`src/rtl/cmd_frame_fifo.sv`:
```
// Single-clock command FIFO that holds whole frames (header + payload). Frames become readable only once complete.
// Optional idle-timeout abandonment of partial frames is enabled with `define FRAME_TIMEOUT_EN.
module cmd_frame_fifo #(
    parameter int DW       = 8,
    parameter int AW       = 5,
    parameter int LEN_BITS = 4,
    parameter int TIMEOUT  = 1000
) (
    input  logic          clk,
    input  logic          rst,
    input  logic          clear,
    input  logic          wr_en,
    input  logic [DW-1:0] wr_data,
    output logic          wr_ready,
    input  logic          rd_en,
    output logic [DW-1:0] rd_data,
    output logic          rd_valid,
    output logic          rd_sof,
    output logic          rd_eof,
    output logic          frame_avail,
    output logic [AW:0]   frame_cnt,
    output logic [AW:0]   level,
    output logic          overflow,
    output logic          timeout
);

    localparam int DEPTH = 2**AW;

    typedef enum logic [1:0] {W_HDR, W_BODY, W_DROP} w_state_t;
    typedef enum logic       {R_HDR, R_BODY}         r_state_t;

    logic [DW-1:0]       mem [DEPTH];
    logic [AW:0]         wr_ptr, wr_commit, rd_ptr;
    logic [LEN_BITS-1:0] w_remain, r_remain;
    w_state_t            w_state;
    r_state_t            r_state;

    logic                full, pop, commit, frame_done, idle_expire;
    logic [LEN_BITS-1:0] wr_len, rd_len;

    assign wr_len      = wr_data[LEN_BITS-1:0];
    assign rd_len      = rd_data[LEN_BITS-1:0];
    assign full        = (wr_ptr - rd_ptr) == (AW+1)'(DEPTH);
    assign wr_ready    = !full;
    assign level       = wr_commit - rd_ptr;
    assign rd_valid    = level != '0;
    assign rd_data     = mem[rd_ptr[AW-1:0]];
    assign rd_sof      = rd_valid && (r_state == R_HDR);
    assign rd_eof      = rd_valid && (((r_state == R_HDR) && (rd_len == '0)) ||
                                      ((r_state == R_BODY) && (r_remain == LEN_BITS'(1))));
    assign pop         = rd_en && rd_valid;
    assign frame_done  = pop && rd_eof;
    assign commit      = wr_en && !full &&
                         (((w_state == W_HDR) && (wr_len == '0)) ||
                          ((w_state == W_BODY) && (w_remain == LEN_BITS'(1))));
    assign frame_avail = frame_cnt != '0;

`ifdef FRAME_TIMEOUT_EN
    localparam int IW = $clog2(TIMEOUT + 1);

    logic [IW-1:0] idle_cnt;
    logic          timeout_q;

    assign idle_expire = (w_state == W_BODY) && !wr_en && (idle_cnt == IW'(TIMEOUT - 1));
    assign timeout     = timeout_q;

    always_ff @(posedge clk) begin
        if (rst || clear) begin
            idle_cnt  <= '0;
            timeout_q <= 1'b0;
        end else begin
            if ((w_state == W_BODY) && !wr_en && !idle_expire)
                idle_cnt <= idle_cnt + IW'(1);
            else
                idle_cnt <= '0;
            if (idle_expire)
                timeout_q <= 1'b1;
        end
    end
`else
    assign idle_expire = 1'b0;
    assign timeout     = 1'b0;
`endif

    // NOTE: storage carries no reset; pointers alone define which words are meaningful.
    always_ff @(posedge clk) begin
        if (wr_en && !full && ((w_state == W_HDR) || (w_state == W_BODY)))
            mem[wr_ptr[AW-1:0]] <= wr_data;
    end

    // NOTE: sequential state uses non-blocking assignments so every register samples pre-edge values.
    always_ff @(posedge clk) begin
        if (rst || clear) begin
            wr_ptr    <= '0;
            wr_commit <= '0;
            w_remain  <= '0;
            w_state   <= W_HDR;
            overflow  <= 1'b0;
        end else if (idle_expire) begin
            wr_ptr  <= wr_commit;
            w_state <= W_HDR;
        end else if (wr_en) begin
            case (w_state)
                W_HDR: begin
                    w_remain <= wr_len;
                    if (full) begin
                        wr_ptr   <= wr_commit;
                        overflow <= 1'b1;
                        w_state  <= (wr_len == '0) ? W_HDR : W_DROP;
                    end else begin
                        wr_ptr <= wr_ptr + (AW+1)'(1);
                        if (wr_len == '0)
                            wr_commit <= wr_ptr + (AW+1)'(1);
                        else
                            w_state <= W_BODY;
                    end
                end
                W_BODY: begin
                    w_remain <= w_remain - LEN_BITS'(1);
                    if (full) begin
                        // The whole partial frame is discarded, not just this word.
                        wr_ptr   <= wr_commit;
                        overflow <= 1'b1;
                        w_state  <= (w_remain == LEN_BITS'(1)) ? W_HDR : W_DROP;
                    end else begin
                        wr_ptr <= wr_ptr + (AW+1)'(1);
                        if (w_remain == LEN_BITS'(1)) begin
                            wr_commit <= wr_ptr + (AW+1)'(1);
                            w_state   <= W_HDR;
                        end
                    end
                end
                W_DROP: begin
                    w_remain <= w_remain - LEN_BITS'(1);
                    if (w_remain == LEN_BITS'(1))
                        w_state <= W_HDR;
                end
                default: w_state <= W_HDR;
            endcase
        end
    end

    always_ff @(posedge clk) begin
        if (rst || clear) begin
            rd_ptr    <= '0;
            r_remain  <= '0;
            r_state   <= R_HDR;
            frame_cnt <= '0;
        end else begin
            frame_cnt <= frame_cnt + (AW+1)'(commit) - (AW+1)'(frame_done);
            if (pop) begin
                rd_ptr <= rd_ptr + (AW+1)'(1);
                case (r_state)
                    R_HDR: begin
                        r_remain <= rd_len;
                        if (rd_len != '0)
                            r_state <= R_BODY;
                    end
                    R_BODY: begin
                        r_remain <= r_remain - LEN_BITS'(1);
                        if (r_remain == LEN_BITS'(1))
                            r_state <= R_HDR;
                    end
                    default: r_state <= R_HDR;
                endcase
            end
        end
    end

endmodule

```
`config.mk`:
```
export PLATFORM = sky130hd
export DESIGN_NAME = cmd_frame_fifo
export DESIGN_NICKNAME = d
export VERILOG_FILES = /design/src/rtl/cmd_frame_fifo.sv
export SDC_FILE = /design/constraint.sdc
export NUM_CORES = 1
export LEC_CHECK = 0
export ABC_AREA = 1
export CORE_ASPECT_RATIO = 2
export CORE_UTILIZATION = 61
export DETAILED_ROUTE_END_ITERATION = 10
export PLACE_DENSITY = 0.9
export SYNTH_ARGS = -nofsm -noshare
export SYNTH_HDL_FRONTEND = slang
export SYNTH_SLANG_ARGS = --single-unit
```
`constraint.sdc`:
```
create_clock -name clk -period 4.4 [get_ports clk]
set_input_delay 0.88 -clock clk [delete_from_list [all_inputs] [get_ports clk]]
set_output_delay 0.88 -clock clk [all_outputs]
set_load 0.1 [all_outputs]
```
==> impl_metrics.toml, run 1 <==
[global_routing]
grt_pass1_wl_um = 51600
antenna_found_initial = 0
overflow = 0
grt_util_all_layers_pct = 30.9
grt_pass1_vias = 9973
grt_max_degree = 129

[final_layout]
mostFrequentLayoutCells = "edfxtp_1 (256), nand2_1 (225), nand3_1 (137)"
layout.nets = 1302
fillers = 1336
regArea_sq_mm = 0.00851
layout-drive-gt1-share_pct = 10.2
multi_input_area_sq_mm = 0.00390
area_growth_pct = 12.8
antenna_cells = 0
final_common_cell = "edfxtp_1"

[clock_network]
root_buffer = "clkbuf_16"
post_cts_resized = 0
hold_buffers = 0
ctsHtreeMaxLevel = 1
cts_setup_buffers = 0
clock_sinks = 297
cts_tree = "yes"
clockBufferDepth = 3
clk-insertion-delay-late_ps = 540
path_clk_slew_ps = 70
numCtsBuffers = 24

[sta]
clock_skew_ps = 13.6
fin_crit_sh_pct = 85.5
fin_tns_setup_ps = 0
hold_violations = 0
drv_slew = 0
max_freq_mhz = 266
tightest_slew_ps = 1210
rsz0062_at_grt = "false"
fin_crit_ps = 3760
setup_violations = 0
slew-limit-headroom_pct = 19.2

[setup_path]
cpPeakStageDelay_ps = 480
cp-end-kind = "flip-flop"
crit_slowest_cell = "fa_1"
setup.worst_path.class = "flip-flop to flip-flop"
worstSetupStartpointType = "flip-flop"
crit_family = "adder cells"
crit_top_cell = "nor2_1"
crit_arrival_ps = 4230
path_cells = "ha_1, fa_1, o21ai_1, xor2_4, nor2_1, nand2_2, nand2_4, nor2_1, ha_1, inv_1, ha_1, a21oi_1, nor2_1, nor2_1, nor2_1, nor2_1, nor2_1, nor2_1, o21ai_0, a21oi_1"
worst-path-max-fanout = 14
critical_path_required_ps = 4870
path_buf_inv = 1

[synthesis]
synth_ff_type = "edfxtp_1"
async_flop_share_pct = 0
synth_cell_types = 38
syn_avg_cell_area_sq_um = 10.9
yosysSeqAreaShare_pct = 65.0
netlist_instances = 1202
yosysWarningCount = 0
synth-seq-cells = 297
synth_edf_count = 256
syn_nets = 1248
syn_area_sq_mm = 0.0131

[routing]
drc = 0
ant_nets = 0
vias_per_cell = 6.32
firstDrtPassIters = 8
wl_um = 32800
vias = 9745
drt_iter0_drc = 1155
wl_per_cell_um = 21.2

[floorplanning]
start_util_pct = 62.2
rows = 75
die-width_um = 106
die_y_um = 209
core_area_sq_mm = 0.0210
num_io_pins = 40
die-area_sq_mm = 0.0221

[placed_design]
port_buffers = 38
gp_congestion = 0.909
dp_hpwl_um = 20600

[power]
switchingPower_mw = 2.03
powerDensity_mw_per_mm2 = 457
seq_power_share_pct = 46.1
ir_drop_mv = 0.584
intPower_mw = 4.72
switching_share_pct = 30.1
combPwrFrac_pct = 19.9
clockPowerShare_pct = 34.0
p_total_mw = 6.75
leakage_nw = 5.45

[status]
outcome = "complete, no violations"

[job]
drv_cap = 0

[min_path]
hold_path_class = "flip-flop to flip-flop"
[stage by stage]
| stage | std cells | setup WS (ps) | util [%] | area [sq um] | hold WS (ps) |
|---|---|---|---|---|---|
| final | 1543 | 638 | 70.2 | 14800 | 476 |
| after global placement | 1499 | 729 | 66.1 | 13900 | 455 |
| after global routing | 1543 | 303 | 70.2 | 14800 | 503 |
| after CTS | 1543 | 665 | 70.2 | 14800 | 478 |
| after floorplan | 1202 | -31.3 | - | 13100 | 449 |
| after detailed placement | 1499 | 640 | 66.1 | 13900 | 467 |
[final timing paths]
path,from,to,slack [ps],cells past startpoint
max,rd_ptr[0]$_SDFFE_PP0N_,frame_cnt[5]$_SDFF_PP0_,640,20
max reg2reg,rd_ptr[0]$_SDFFE_PP0N_,frame_cnt[5]$_SDFF_PP0_,640,20
min,wr_commit[5]$_SDFFE_PP0P_,wr_commit[5]$_SDFFE_PP0P_,480,2
min reg2reg,wr_commit[5]$_SDFFE_PP0P_,wr_commit[5]$_SDFFE_PP0P_,480,2
[registers in the layout, indices dropped and copies added, names as in the netlist, named ones only]
name       cells
frame_cnt      6
mem          256
overflow       1
r_remain       4
r_state        1
rd_ptr         6
w_remain       4
w_state        2
wr_commit      6
wr_ptr         6
[cells by family after synthesis]
| group | share of synthesized area (%) |
|---|---|
| compound gates | 8.28 |
| xor+xnor | 0.937 |
| fa+ha+maj | 3.27 |
| buf+inv | 5.48 |
| flops | 65.0 |
| other cells | 0.0287 |
| simple gates | 17.0 |
[routing by layer]
metal | track usage (%) | routed length (um)
met3 | 3.99 | 2630
met5 | 0 | 0
met4 | 23.3 | 2610
met2 | 55.2 | 17200
met1 | 32.6 | 10300
[worst register-to-register path: stages, from the launching register on]
cell and delay, ps:
dfxtp_1 410, ha_1 270, fa_1 480, o21ai_1 340
xor2_4 170, nor2_1 70, nand2_2 100, nand2_4 120
nor2_1 190, ha_1 220, inv_1 60, ha_1 260
a21oi_1 170, nor2_1 80, nor2_1 200, nor2_1 70
nor2_1 100, nor2_1 50, nor2_1 110, o21ai_0 90
a21oi_1 130
[cell type report]
cell class	instances	area share, %
tap	269	2.28
inverter	83	2.14
timing repair buffer	91	5.66
multi-input combinational	759	26.4
sequential	297	57.7
clock buffer	30	4.64
clock inverter	14	1.20
[synth_stat cells, drive strengths merged (3+ instances only)]
master | count | share of area [%]
xnor2 | 6 | 0.40
clkbuf | 20 | 0.57
inv | 79 | 2.3
ha | 31 | 3.0
dfxtp | 41 | 6.3
nand4 | 3 | 0.14
a21oi | 35 | 1.4
clkinv | 4 | 0.11
o221ai | 22 | 1.5
edfxtp | 256 | 59
o22ai | 11 | 0.53
nor3 | 36 | 1.4
nand2 | 228 | 6.6
a32oi | 3 | 0.20
nor2 | 115 | 3.3
xor2 | 8 | 0.54
buf | 43 | 2.5
nand3 | 139 | 5.4
o21ai | 105 | 4.0
a31oi | 4 | 0.19
[power by group through the flow]
| stage | Sequential, mW | Combinational (mW) | Clock [mW] |
|---|---|---|---|
| after floorplan | 3.20 | 0.953 | 0 |
| after global placement | 3.17 | 1.28 | 0 |
| after detailed placement | 3.17 | 1.31 | 0 |
| after CTS | 3.11 | 1.33 | 2.30 |
| after global routing | 3.11 | 1.42 | 2.41 |
| final | 3.11 | 1.34 | 2.30 |
Note: power is estimated with default switching activity, not from simulation.
==> inputs of run 2 (changes only) <==
- CTS_BUF_LIST: unset -> sky130_fd_sc_hd__clkbuf_16
- SKIP_LAST_GASP: unset -> 1
==> run 2 against run 1 <==
  * Total power fell by 1.1%
  * Clock-buffer cell count fell by 5
  * Clock power fell by 3%
  * Critical path type is now flip-flop to output port
  * Largest power group unchanged
==> impl_metrics.toml, run 2 (synthesized netlist as in run 1, its figures left out) <==
[status]
outcome = "complete, no violations"

[final_layout]
fillers = 1333
final_core_util_pct = 70.0
antenna_cells = 0
regArea_sq_mm = 0.00851
largest_register_ffs = 256
mostFrequentLayoutCells = "edfxtp_1 (256), nand2_1 (225), nand3_1 (137)"
layout.nets = 1302
area_growth_pct = 12.5
final_common_cell = "edfxtp_1"
fin_area_sq_mm = 0.0147
layout-drive-gt1-share_pct = 9.89
multi_input_area_sq_mm = 0.00390

[clock_network]
ctsHtreeMaxLevel = 1
path_clk_slew_ps = 70
cts_tree = "yes"
clk-insertion-delay-late_ps = 540
post_cts_resized = 0
hold_buffers = 0
root_buffer = "clkbuf_16"
clock_sinks = 297
numCtsBuffers = 24
clockBufferDepth = 3
cts_setup_buffers = 0

[min_path]
hold_path_class = "flip-flop to flip-flop"
hold_path_depth = 2

[floorplanning]
start_util_pct = 62.2
rows = 75
die-area_sq_mm = 0.0221
die_y_um = 209
die-width_um = 106
num_io_pins = 40
core_area_sq_mm = 0.0210

[sta]
fin_crit_ps = 3780
clock_skew_ps = 13.0
rsz0062_at_grt = "false"
max_freq_mhz = 264
hold_violations = 0
fin_crit_sh_pct = 86.0
setup_violations = 0
slew-limit-headroom_pct = 18.7
drv_slew = 0
tightest_slew_ps = 1220
fin_tns_setup_ps = 0

[setup_path]
worst-path-max-fanout = 17
worstSetupStartpointType = "flip-flop"
critical_path_required_ps = 3520
crit_arrival_ps = 2900
setup.worst_path.class = "flip-flop to output port"
cp-end-kind = "output port"
r2r_cells = 20

[routing]
wl_per_cell_um = 20.9
firstDrtPassIters = 6
drc = 0
vias = 9680
vias_per_cell = 6.27
drt_iter0_drc = 1094
ant_nets = 0
wl_um = 32300

[power]
leakage_nw = 5.43
ir_drop_mv = 0.583
p_total_mw = 6.68
powerDensity_mw_per_mm2 = 454

[global_routing]
grt_max_degree = 129
grt_util_all_layers_pct = 30.5
grt_pass1_vias = 9919
antenna_found_initial = 0
overflow = 0
grt_pass1_wl_um = 51000

[placed_design]
gp_congestion = 0.909
port_buffers = 38
placed_area_sq_mm = 0.0139
dp_hpwl_um = 20600

[job]
drv_cap = 0
run 2: layout make-up:
cell class,instances,area share (%)
Inverter,83,2.14
Clock buffer,25,4.25
Timing Repair Buffer,91,5.68
Clock inverter,19,1.33
Sequential cell,297,57.8
Multi-Input combinational cell,759,26.5
Tap cell,269,2.29
run 2: power by group:
part           total [mW]  internal (mW)  switching (mW)
Combinational        1.34          0.337            1.00
Clock                2.23           1.23            1.00
Sequential           3.11           3.09          0.0251
Total                6.68           4.65            2.03
run 2: final timing paths:
| kind | slack [ps] | endpoint | from |
|---|---|---|---|
| max reg2reg | 630 | frame_cnt[5]$_SDFF_PP0_ | rd_ptr[0]$_SDFFE_PP0N_ |
| max | 620 | rd_data[6] | flip-flop |
| min reg2reg | 470 | wr_commit[5]$_SDFFE_PP0P_ | wr_commit[5]$_SDFFE_PP0P_ |
| min | 470 | wr_commit[5]$_SDFFE_PP0P_ | wr_commit[5]$_SDFFE_PP0P_ |
run 2: through the flow:
step	std cells	hold WS (ps)	worst slack (ps)
CTS	1543	478	670
global route	1543	503	298
detailed placement	1499	467	640
global placement	1499	455	729
floorplan	1202	449	-31.3
finish	1543	475	615
run 2: critical path: stages (launching register included):
cell	delay (ps)
dfxtp_1	320
inv_1	530
buf_4	320
buf_4	210
o21ai_0	130
o21ai_1	230
nor2_1	80
a31oi_1	310
buf_12	220
run 2: metal layers:
| metal | GRT usage, % | share of wire [%] | vias up |
|---|---|---|---|
| met1 | 32.2 | 32 | 4565 |
| li1 | - | - | 4328 |
| met4 | 22.7 | 7.3 | 0 |
| met5 | 0 | 0 | - |
| met3 | 3.87 | 7.8 | 162 |
| met2 | 54.7 | 53 | 625 |
==> inputs of run 3 (changes only) <==
- CORE_UTILIZATION: 61 -> 64
- CTS_BUF_LIST: sky130_fd_sc_hd__clkbuf_16 -> sky130_fd_sc_hd__clkbuf_8
- PLACE_DENSITY: 0.9 -> 0.93
- SKIP_LAST_GASP: 1 -> unset
==> run 3 against run 2 <==
  * Die area fell by 4.6%
  * Sequential share of layout area rose by 0.26 points
  * Largest power group unchanged
  * Clock skew up 16 ps
  * Register-to-register slack got worse by 70 ps
  * Critical path type unchanged
  * Via count grew 3.3%
  * Worst setup slack worse by 230 ps
  * Hold slack improved by 6.9 ps
  * Total power decreased by 3.0%
==> impl_metrics.toml, run 3 (synthesized netlist as in run 1, its figures left out) <==
[power]
leakage_nw = 5.47
powerDensity_mw_per_mm2 = 442
ir_drop_mv = 0.481
p_total_mw = 6.48

[setup_path]
r2r-end = "frame_cnt[4]$_SDFF_PP0_"
r2r_cells = 23
critical_path_required_ps = 3520
worst-path-max-fanout = 42
worstSetupStartpointType = "flip-flop"
r2r_slack_ps = 560
setup.worst_path.class = "flip-flop to output port"
cp-end-kind = "output port"
crit_arrival_ps = 3130

[sta]
clock_skew_ps = 29.2
drv_slew = 0
tightest_slew_ps = 1420
fin_crit_ps = 4010
setup_violations = 0
rsz0062_at_grt = "false"
hold_violations = 0
slew-limit-headroom_pct = 5.31
fin_crit_sh_pct = 91.2
max_freq_mhz = 249

[global_routing]
antenna_found_initial = 1
overflow = 0
grt_pass1_wl_um = 52900
grt_max_degree = 129
grt_pass1_vias = 10000
grt_util_all_layers_pct = 34.5

[final_layout]
final_core_util_pct = 73.6
regArea_sq_mm = 0.00851
layout.nets = 1315
antenna_cells = 0
area_growth_pct = 12.0
final_common_cell = "edfxtp_1"
fin_area_sq_mm = 0.0147
mostFrequentLayoutCells = "edfxtp_1 (256), nand2_1 (225), nand3_1 (137)"
fillers = 1210
multi_input_area_sq_mm = 0.00390
layout-drive-gt1-share_pct = 10.2
largest_register_ffs = 256

[floorplanning]
num_io_pins = 40
rows = 73
die_y_um = 204
start_util_pct = 65.7
die-area_sq_mm = 0.0210
core_area_sq_mm = 0.0199
die-width_um = 103

[placed_design]
dp_hpwl_um = 21000
gp_congestion = 0.940
port_buffers = 38
placed_area_sq_mm = 0.0139

[routing]
vias_per_cell = 6.41
wl_per_cell_um = 21.8
wl_um = 34100
vias = 10000
firstDrtPassIters = 6
drt_iter0_drc = 1508
ant_nets = 0
drc = 0

[clock_network]
root_buffer = "clkbuf_8"
cts_tree = "yes"
clock_sinks = 297
cts_setup_buffers = 0
clockBufferDepth = 3
numCtsBuffers = 38
post_cts_resized = 0
clk-insertion-delay-late_ps = 560
path_clk_slew_ps = 70
ctsHtreeMaxLevel = 2
hold_buffers = 0

[min_path]
min_from = "w_remain[2]$_SDFFE_PP0P_"
hold_path_depth = 2
min_to = "w_remain[2]$_SDFFE_PP0P_"
hold_path_class = "flip-flop to flip-flop"

[status]
outcome = "complete, no violations"

[job]
drv_cap = 0
## run 3: worst max path at each step
stage	end	slack [ps]
floorplan	rd_eof	-30
global placement	frame_cnt[4]$_SDFF_PP0_	500
detailed placement	frame_cnt[4]$_SDFF_PP0_	510
CTS	rd_eof	550
global route	rd_data[4]	320
finish	rd_data[4]	390
## run 3: routing by layer
layer / part of all wire, % / track usage, % / up-vias
li1: - / - / 4360
met1: 31 / 37.9 / 4597
met2: 51 / 58.6 / 823
met3: 9.2 / 5.34 / 222
met4: 8.4 / 25.9 / 0
met5: 0 / 0 / -
## run 3: cell type report
type | instances | area share [%]
flip-flops and latches | 297 | 58.1
multi-input cells | 759 | 26.6
well taps | 262 | 2.24
clock inverters | 27 | 1.07
repair buffers | 90 | 5.91
clock buffers | 42 | 3.94
inverters | 83 | 2.15
## run 3: per-stage QoR
stage               TNS [ps]  std cells  worst slack [ps]  hold WS (ps)
detailed placement         0       1491               513           458
floorplan              -43.1       1202             -31.3           449
CTS                        0       1560               546           482
global placement           0       1491               502           459
global route               0       1560               316           516
finish                     0       1560               388           482
## run 3: where the power goes
group	leakage, nW	internal (mW)	switching (mW)
registers	2.64	3.09	0.0321
clock network	0.419	0.995	0.986
logic	2.41	0.357	1.02
## run 3: critical path, cell delays in order, from the launching register on
cell and delay, ps:
dfxtp_4 360, clkinv_2 200, buf_4 430, nor2_1 110, o22ai_1 190, nor2_1 80
nor2_1 350, o21ai_0 250, a32oi_1 340, buf_12 220
